**src/rtl/frame_packer.sv**
```systemverilog
// Packs a 32x32 pixel raster into an 8x8 thresholded bitmap word,
// then holds it for a settle window before strobing sample.
module frame_packer #(
  parameter int PIX_W       = 8,
  parameter int THRESH      = 128,
  parameter int HOLD_CYCLES = 4
) (
  input  logic             clk,
  input  logic             rst,
  input  logic [PIX_W-1:0] pix_data,
  input  logic             pix_sof,
  input  logic             pix_valid,
  output logic             pix_ready,
  output logic [63:0]      img,
  output logic             img_valid,
  output logic             busy,
  output logic             sample
);

  localparam int SW = PIX_W + 4;
  localparam int HW = (HOLD_CYCLES > 1) ? $clog2(HOLD_CYCLES) : 1;
  localparam logic [SW-1:0] LIM = SW'(THRESH * 16);
  localparam logic [HW-1:0] HLAST = HW'(HOLD_CYCLES - 1);

  typedef enum logic [1:0] {
    IDLE,
    CAPTURE,
    HOLD
  } state_t;

  state_t state, state_nx;

  logic [4:0]    row, col;
  logic [SW-1:0] acc [8];
  logic [63:0]   shadow, shadow_upd;
  logic [HW-1:0] hcnt;

  logic          xfer, sof_beat, close, last, hit;
  logic [2:0]    blk;
  logic [5:0]    bit_idx;
  logic [SW-1:0] sum;

  assign pix_ready = (state != HOLD);
  assign busy      = (state != IDLE);
  assign sample    = (state == HOLD) && (hcnt == HLAST);

  always_comb begin
    xfer       = pix_valid & pix_ready;
    sof_beat   = xfer & pix_sof;
    blk        = col[4:2];
    bit_idx    = {row[4:2], col[4:2]};
    sum        = acc[blk] + SW'(pix_data);
    hit        = (sum >= LIM);
    close      = xfer && !pix_sof && (state == CAPTURE)
                 && (row[1:0] == 2'd3) && (col[1:0] == 2'd3);
    last       = close && (row == 5'd31) && (col == 5'd31);
    shadow_upd = shadow;
    shadow_upd[bit_idx] = hit;
  end

  always_comb begin
    state_nx = state;
    case (state)
      IDLE:    if (sof_beat) state_nx = CAPTURE;
      CAPTURE: if (last) state_nx = HOLD;
      HOLD:    if (hcnt == HLAST) state_nx = IDLE;
      default: state_nx = IDLE;
    endcase
  end

  always_ff @(posedge clk) begin
    if (rst) state <= IDLE;
    else     state <= state_nx;
  end

  always_ff @(posedge clk) begin
    if (rst) begin
      row       <= '0;
      col       <= '0;
      shadow    <= '0;
      img       <= '0;
      img_valid <= 1'b0;
      hcnt      <= '0;
      for (int i = 0; i < 8; i++) acc[i] <= '0;
    end else begin
      img_valid <= 1'b0;
      if (state == HOLD) begin
        hcnt <= hcnt + 1'b1;
      end else if (sof_beat) begin
        // Any start-of-frame beat is pixel (0,0) of a fresh frame.
        for (int i = 0; i < 8; i++) acc[i] <= '0;
        acc[0] <= SW'(pix_data);
        shadow <= '0;
        row    <= '0;
        col    <= 5'd1;
      end else if (xfer && state == CAPTURE) begin
        if (close) begin
          acc[blk] <= '0;
          shadow   <= shadow_upd;
        end else begin
          acc[blk] <= sum;
        end
        if (last) begin
          img       <= shadow_upd;
          img_valid <= 1'b1;
          shadow    <= '0;
          row       <= '0;
          col       <= '0;
          hcnt      <= '0;
        end else begin
          col <= col + 5'd1;
          if (col == 5'd31) row <= row + 5'd1;
        end
      end
    end
  end

endmodule

```
**config.mk**
```make
export PLATFORM = sky130hd
export DESIGN_NAME = frame_packer
export DESIGN_NICKNAME = d
export VERILOG_FILES = /design/src/rtl/frame_packer.sv
export SDC_FILE = /design/constraint.sdc
export NUM_CORES = 1
export LEC_CHECK = 0
export CELL_PAD_IN_SITES_DETAIL_PLACEMENT = 0
export CELL_PAD_IN_SITES_GLOBAL_PLACEMENT = 1
export CORE_MARGIN = 2
export CORE_UTILIZATION = 50
export CTS_CLUSTER_SIZE = 20
export DETAILED_ROUTE_END_ITERATION = 10
export HOLD_SLACK_MARGIN = 0.12
export PLACE_DENSITY = 0.95
export SYNTH_ARGS = -nofsm -noshare
export SYNTH_HDL_FRONTEND = slang
export SYNTH_SLANG_ARGS = --single-unit
```
**constraint.sdc**
```tcl
create_clock -name clk -period 6.9 [get_ports clk]
set_clock_uncertainty 0.05 [all_clocks]
set_input_delay 1.725 -clock clk [delete_from_list [all_inputs] [get_ports clk]]
set_output_delay 1.725 -clock clk [all_outputs]
set_load 0.05 [all_outputs]
```
* Word-level counts from Yosys, hierarchy flattened
Memories as Yosys holds them, arrays and structs flattened. A register that Yosys moved wholly into a read port is not among the register bits.
Cells that the tools add are included.
Widths: inputs -> output; s select.
** Word-level totals
- Bits in writable memories :: 96
- ROM bits :: 0
- Register bits after elaboration :: 143
- Latch bits :: 0
- Bits of input ports :: 12
- Word-level logic and storage cells :: 123
- Memories :: 1
** Cells by class
- Reduce and logical (&&, ||, !) cells :: 25
- Multipliers :: 0
- Eq/ne operators :: 12
- Order comparisons :: 3
- Shift-type cells :: 0
- $add $sub $neg :: 4
- Divide/modulo/power cells :: 0
- Bitwise operators :: 15
- Muxes and demuxes :: 56
** Memories
- acc :: depth 8, bits a word 12, rd ports 1, clocked after memory_dff 1, write ports 8, RTL line 34 : logic [SW-1:0] acc [8];
** Operators by type and width (count)
- $mux 64 :: 4
- $mux 12 :: 11
- $bwmux 64 :: 1
- $mux 5 :: 7
- $mux 1 :: 21
- $mux 2 :: 7
- $add 12x8->12 :: 1
- $ge 12x12->1 const B :: 1
- $reduce_and 3->1 :: 4
- $reduce_or 12->1 :: 1
- $add 5x1->5 const B :: 2
- $eq 5x5->1 const B :: 2
- $or 1x1->1 :: 10
- $logic_and 1x1->1 :: 9
- $mux 3 :: 3
- $eq 2x2->1 const B :: 4
- $reduce_bool 2->1 :: 4
- $lt 6x7->1 const B :: 1
- $demux 1 s6 :: 1
- $ge 6x1->1 const B :: 1
- $ne 2x2->1 const B :: 3
- $pmux 2 s3 :: 1
- $reduce_bool 3->1 :: 2
- $ne 2x1->1 const B :: 2
- other kinds (9) :: 12

* Logic depth before layout (Yosys ltp)
Gate-level depths: netlist of the first run.
- Word-level depth :: 15
- Depth in mapped cells :: 13
- Gate-level depth less buffers :: 10

* Least setup slack after synthesis of the first run
OpenSTA, ideal clock, no wires.
- Path kind :: register to register
- Start point :: register (tool-made name)
- End point :: memory acc[0][11] in the netlist's numbering, data pin
- Slack :: 2.695 ns
- Cell stages (with the launch flop) :: 13
- Library setup time :: 0.285 ns
- Arrival :: 3.869 ns
- Path through :: dfxtp_1 -> buf_2 -> buf_4 -> buf_1 -> mux4_2 -> mux2_2 -> ha_1 -> a21oi_1 -> a211oi_1 -> o211ai_2 -> mux2i_1 -> nor3_1 -> nor4b_1
** RTL lines (RTL line)
- end: declaration :: 34

==> impl_metrics.yaml, run 1 <==
global_route:
  grt_max_degree: 76
  gr-total-overflow: 0
  grt_antenna_before_repair: 0
  grt_pass1_wl_um: 47600
  grt_pass1_vias: 8924
  track_usage_pct: 24.6
synthesis:
  synthArstFlopShare_pct: 0
  netlist_instances: 1141
  synth_seq_cells: 242
  synth.yosys.seq_area_share_pct: 51.2
  ys_types: 52
  synth_edf_count: 96
  ys.flop_type: "dfxtp_1"
  synthMostInstantiatedCell: "nor2_1"
  yosysTopAreaCell: "dfxtp_1"
  syn_nets: 1167
  syn_area_um2: 11300
  synth.top_cell.area_share_pct: 25.8
  syn_area_per_cell_um2: 9.94
  ys_warn_count: 0
  ys_top_cells_by_area: "dfxtp_1 26%, edfxtp_1 25%, nor2_1 5.5%, o21ai_0 5.5%, mux4_2 4.6%"
  synthTopCellsByCount: "166 x nor2_1, 146 x dfxtp_1, 124 x o21ai_0"
layout:
  design_area_um2: 13000
  area_delta_synth_final_pct: 15.0
  antennaDiodeCount: 0
  stdcell_count: 1470
  drive_gt1_share_pct: 8.61
  final_util_pct: 58.2
  num-fill-cells: 1924
  num-nets-final: 1191
timing:
  fin_ws_ps: 2140
  finalHoldWorstSlack_ps: 431
  finalCritPeriodShare_pct: 69.0
  fin_tns_setup_ps: 0
  rsz0062_at_grt: "no"
  max-slew-margin-rel_pct: 23.5
  finalCriticalPeriod_ps: 4760
  fmax_mhz: 210
  maxSlewViolCount: 0
  worst_pin_slew_ps: 1140
  hold_viol: 0
  finalSetupViolations: 0
floorplanning:
  row_count: 55
  io_pins: 80
  dieArea_um2: 23900
  coreArea_um2: 22400
  chipHeight_um: 155
  start_util_pct: 50.6
  die_x_um: 155
route:
  wl_per_cell_um: 20.3
  drc: 0
  drtPass1Iterations: 5
  drt_iter0_drc: 880
  drt_wl_total_um: 29800
  via_per_inst: 6.19
  drtAntennaViolNets: 0
  routed-via-count: 9103
placed_design:
  post_dp_cell_area_um2: 12200
  port_buffers: 79
  gp_congestion: 0.792
  placed_cells: 1422
  dp_slack_ps: 1780
  detailed_place_hpwl_um: 17800
cts:
  postCtsHoldBufs: 0
  cts_sinks: 242
  post-cts-setup-buffer-count: 0
  cts-root-buf: "clkbuf_16"
  cts_inserted_buffers: 26
  cts_max_level: 1
  cts_buffer_depth: 3
  clk_pin_slew_ps: 60
  clock_latency_ps: 530
  cts_tree: "yes"
  post_cts_resized: 0
critical_path:
  cp-end-kind: "register"
  r2r_cells: 11
  crit_type: "register to register"
  cp-start-kind: "register"
  worstPathMaxFanout: 64
  cp.arrival_ps: 5090
  required_ps: 7230
status:
  status: "completed"
run:
  maxCapViolCount: 0
power:
  p_leak_nw: 4.14
  total_power_mw: 3.06
  p_per_area_nw_per_um2: 235
  peakVddDrop_v: 0.000201
hold_path:
  hold_path_depth: 2
  hold_class: "register to register"
worst max-delay path, stage by stage, from the launching register on:
cell      delay, ps
dfxtp_1         740
buf_4           430
mux4_2          560
mux2_2          280
ha_1            350
nand3_1         140
a211oi_1        400
o211ai_2        250
mux2i_1         230
o31ai_4         260
buf_4           660
o31ai_1         200
kinds of logic after synthesis:
group	Yosys count	share of synthesized area (%)
AO/OA/AOI/OAI	292	16.2
XOR/XNOR	8	0.618
adder cells (fa/ha/maj)	14	1.61
buffers and inverters	97	3.79
flip-flops	242	51.2
multiplexers	41	6.58
AND/OR/NAND/NOR	447	20.0
path summary, 6_finish.rpt:
check,startpoint,endpoint,slack (ps)
worst min register to register,hcnt[0]$_SDFFE_PP0P_,hcnt[0]$_SDFFE_PP0P_,430
worst max register to register,register,shadow[15]$_SDFFE_PP0P_,2140
worst max-delay path,register,shadow[15]$_SDFFE_PP0P_,2140
worst min-delay path,hcnt[0]$_SDFFE_PP0P_,hcnt[0]$_SDFFE_PP0P_,430
final cells by class:
cell class | instances | area, µm² | area share (%)
inverter | 2 | 7.51 | 0.0575
tap | 285 | 357 | 2.73
clock inverter | 9 | 100 | 0.767
clock buffer | 39 | 761 | 5.83
timing repair buffer | 91 | 878 | 6.73
multi-input combinational | 802 | 5140 | 39.4
sequential | 242 | 5810 | 44.5
state kept, by name, summed over array words and instances (netlist names), named ones only:
name       cells
acc           96
img           64
shadow        64
col            5
row            5
hcnt           2
state          2
img_valid      1
power by group:
part           internal (mW)  switching (mW)
clock network          0.835           0.571
registers               1.51         0.00932
logic                 0.0492          0.0882
cells in the final DEF (no fill, tap or decap), drive strengths merged, types with 4 or more instances in the layout:
| cell | synthesis | final |
|---|---|---|
| a211oi | 50 | 50 |
| a21o | 4 | 4 |
| a21oi | 33 | 33 |
| and3 | 4 | 4 |
| buf | 17 | 13 |
| clkbuf | 78 | 39 |
| clkdlybuf4s50 | 0 | 78 |
| clkinv | 0 | 6 |
| dfxtp | 146 | 146 |
| edfxtp | 96 | 96 |
| ha | 13 | 13 |
| mux2 | 13 | 13 |
| mux4 | 25 | 25 |
| nand2 | 56 | 56 |
| nand2b | 8 | 8 |
| nand3 | 19 | 19 |
| nand3b | 69 | 69 |
| nor2 | 166 | 166 |
| nor2b | 7 | 7 |
| nor3 | 37 | 37 |
| o21ai | 127 | 127 |
| o31ai | 66 | 66 |
| or3 | 65 | 65 |
| xor2 | 6 | 6 |
metal layers:
layer,up-vias,wire length [µm],GRT usage [%]
li1,4273,-,-
met1,4419,12700,34.3
met2,368,14300,40.8
met3,43,2210,3.47
met4,0,550,6.26
met5,-,0,0
(Power assumes the default switching activity.)
==> run 2: changes to the inputs <==
- CORE_UTILIZATION: 50 -> 46
- PLACE_DENSITY: 0.95 -> 0.9
- clock period: 6.9 -> 4.51 ns (I/O delays scaled with it)
==> run 2 against run 1 <==
  * Via count up 0.82%
  * Critical endpoint is now acc[0][11]$_SDFFCE_PN0P_
  * First-iteration DRC count up 17%
  * Flip-flop and latch count unchanged
  * Critical path depth unchanged
  * Clock power up 60%
  * Global-route usage down 1.4 points
  * Utilization down 3.3 points
  * Die area up 8.5%
==> impl_metrics.yaml, run 2 (synthesis gave the netlist of run 1 again) <==
cts:
  cts_inserted_buffers: 26
  postCtsHoldBufs: 0
  clock_latency_ps: 530
  post-cts-setup-buffer-count: 0
  post_cts_resized: 0
  cts_buffer_depth: 3
  cts-root-buf: "clkbuf_16"
  cts_sinks: 242
  cts_max_level: 1
  cts_tree: "yes"
  clk_pin_slew_ps: 60
placed_design:
  post_dp_cell_area_um2: 12400
  detailed_place_hpwl_um: 17500
  placed_cells: 1474
  gp_congestion: 0.849
  dp_slack_ps: 557
  port_buffers: 79
floorplanning:
  dieArea_um2: 25900
  die_x_um: 161
  chipHeight_um: 161
  io_pins: 80
  start_util_pct: 46.8
  coreArea_um2: 24200
  row_count: 57
power:
  p_leak_nw: 4.22
  peakVddDrop_v: 0.000254
  power_switching_mw: 1.04
  combPwrFrac_pct: 4.4
  total_power_mw: 4.80
  internal_power_mw: 3.76
  p_clk_share_pct: 47.2
  sequentialPowerShare_pct: 48.4
  switching_share_pct: 21.6
  p_per_area_nw_per_um2: 361
layout:
  regArea_um2: 5810
  antennaDiodeCount: 0
  layout_commonest_cell: "nor2_1"
  stdcell_count: 1522
  final_util_pct: 54.9
  reg_top3: "acc x96, img x64, shadow x64"
  design_area_um2: 13300
  largest_reg_flops: 96
  num-fill-cells: 2158
  top_register: "acc"
  final_cell_mix: "166 x nor2_1, 146 x dfxtp_1, 124 x o21ai_0"
  drive_gt1_share_pct: 9.77
  area_delta_synth_final_pct: 17.3
  num-nets-final: 1204
  multi_input_area_um2: 5140
timing:
  finalHoldWorstSlack_ps: 432
  fin_tns_setup_ps: 0
  finalSetupViolations: 0
  rsz0062_at_grt: "no"
  maxSlewViolCount: 0
  hold_viol: 0
  finalCritPeriodShare_pct: 87.1
  fin_ws_ps: 581
  worst_pin_slew_ps: 1190
  finalCriticalPeriod_ps: 3930
  max-slew-margin-rel_pct: 19.8
  fmax_mhz: 255
critical_path:
  cp-end-kind: "register"
  rr_endpoint: "acc[0][11]$_SDFFCE_PN0P_"
  required_ps: 4750
  r2r_cells: 11
  worstPathMaxFanout: 13
  ff2ff_setup_slack_ps: 580
  cp.arrival_ps: 4170
  cp-start-kind: "register"
  crit_type: "register to register"
route:
  drt_wl_total_um: 30400
  drt_iter0_drc: 1029
  drtAntennaViolNets: 0
  drtPass1Iterations: 6
  drc: 0
  via_per_inst: 6.03
  routed-via-count: 9178
  wl_per_cell_um: 20.0
global_route:
  grt_pass1_wl_um: 48700
  grt_max_degree: 112
  gr-total-overflow: 0
  grt_pass1_vias: 9035
  grt_antenna_before_repair: 0
  track_usage_pct: 23.2
hold_path:
  min_from: "hcnt[0]$_SDFFE_PP0P_"
  min_to: "hcnt[0]$_SDFFE_PP0P_"
  hold_path_depth: 2
  hold_class: "register to register"
status:
  status: "completed"
run:
  maxCapViolCount: 0
==> run 2: how the worst max path moves through the flow <==
stage / from / end / slack (ps) / depth (start not counted)
floorplan: register / acc[0][11]$_SDFFCE_PN0P_ / 310 / 12
CTS: register / acc[0][11]$_SDFFCE_PN0P_ / 620 / 11
global placement: pix_data[2] / img[59]$_SDFFE_PP0P_ / 550 / 9
finish: register / acc[0][11]$_SDFFCE_PN0P_ / 580 / 11
global route: register / acc[0][11]$_SDFFCE_PN0P_ / 340 / 11
detailed placement: pix_data[2] / img[58]$_SDFFE_PP0P_ / 560 / 9
==> run 2: critical path, stage by stage (launching register included) <==
cell	delay [ps]
dfxtp_1	760
buf_4	240
mux4_2	290
mux2_2	290
ha_1	350
nand2_1	90
a211oi_1	380
o211ai_2	220
mux2i_1	390
nor3_1	110
buf_4	180
nor4b_1	340
==> run 2: routing by layer <==
metal	GRT usage [%]	part of all wire, %	vias to the layer above
met5	0	0	-
met4	6.82	2.1	0
met3	3.44	7.0	51
met2	38.2	48	322
met1	32.1	43	4493
li1	-	-	4312
==> run 2: final cells by class <==
type,count,share of cell area (%)
clock buffers,30,5.16
clock inverters,18,1.66
inverters,2,0.0564
multi-input cells,802,38.6
flip-flops and latches,242,43.6
well taps,324,3.05
repair buffers,104,7.81
==> run 2: power groups by stage <==
stage / logic (mW) / clock network, mW / registers [mW]
floorplan: 0.146 / 0 / 2.36
global placement: 0.206 / 0 / 2.37
detailed placement: 0.210 / 0 / 2.37
CTS: 0.211 / 2.28 / 2.32
global route: 0.232 / 2.38 / 2.33
finish: 0.213 / 2.26 / 2.32
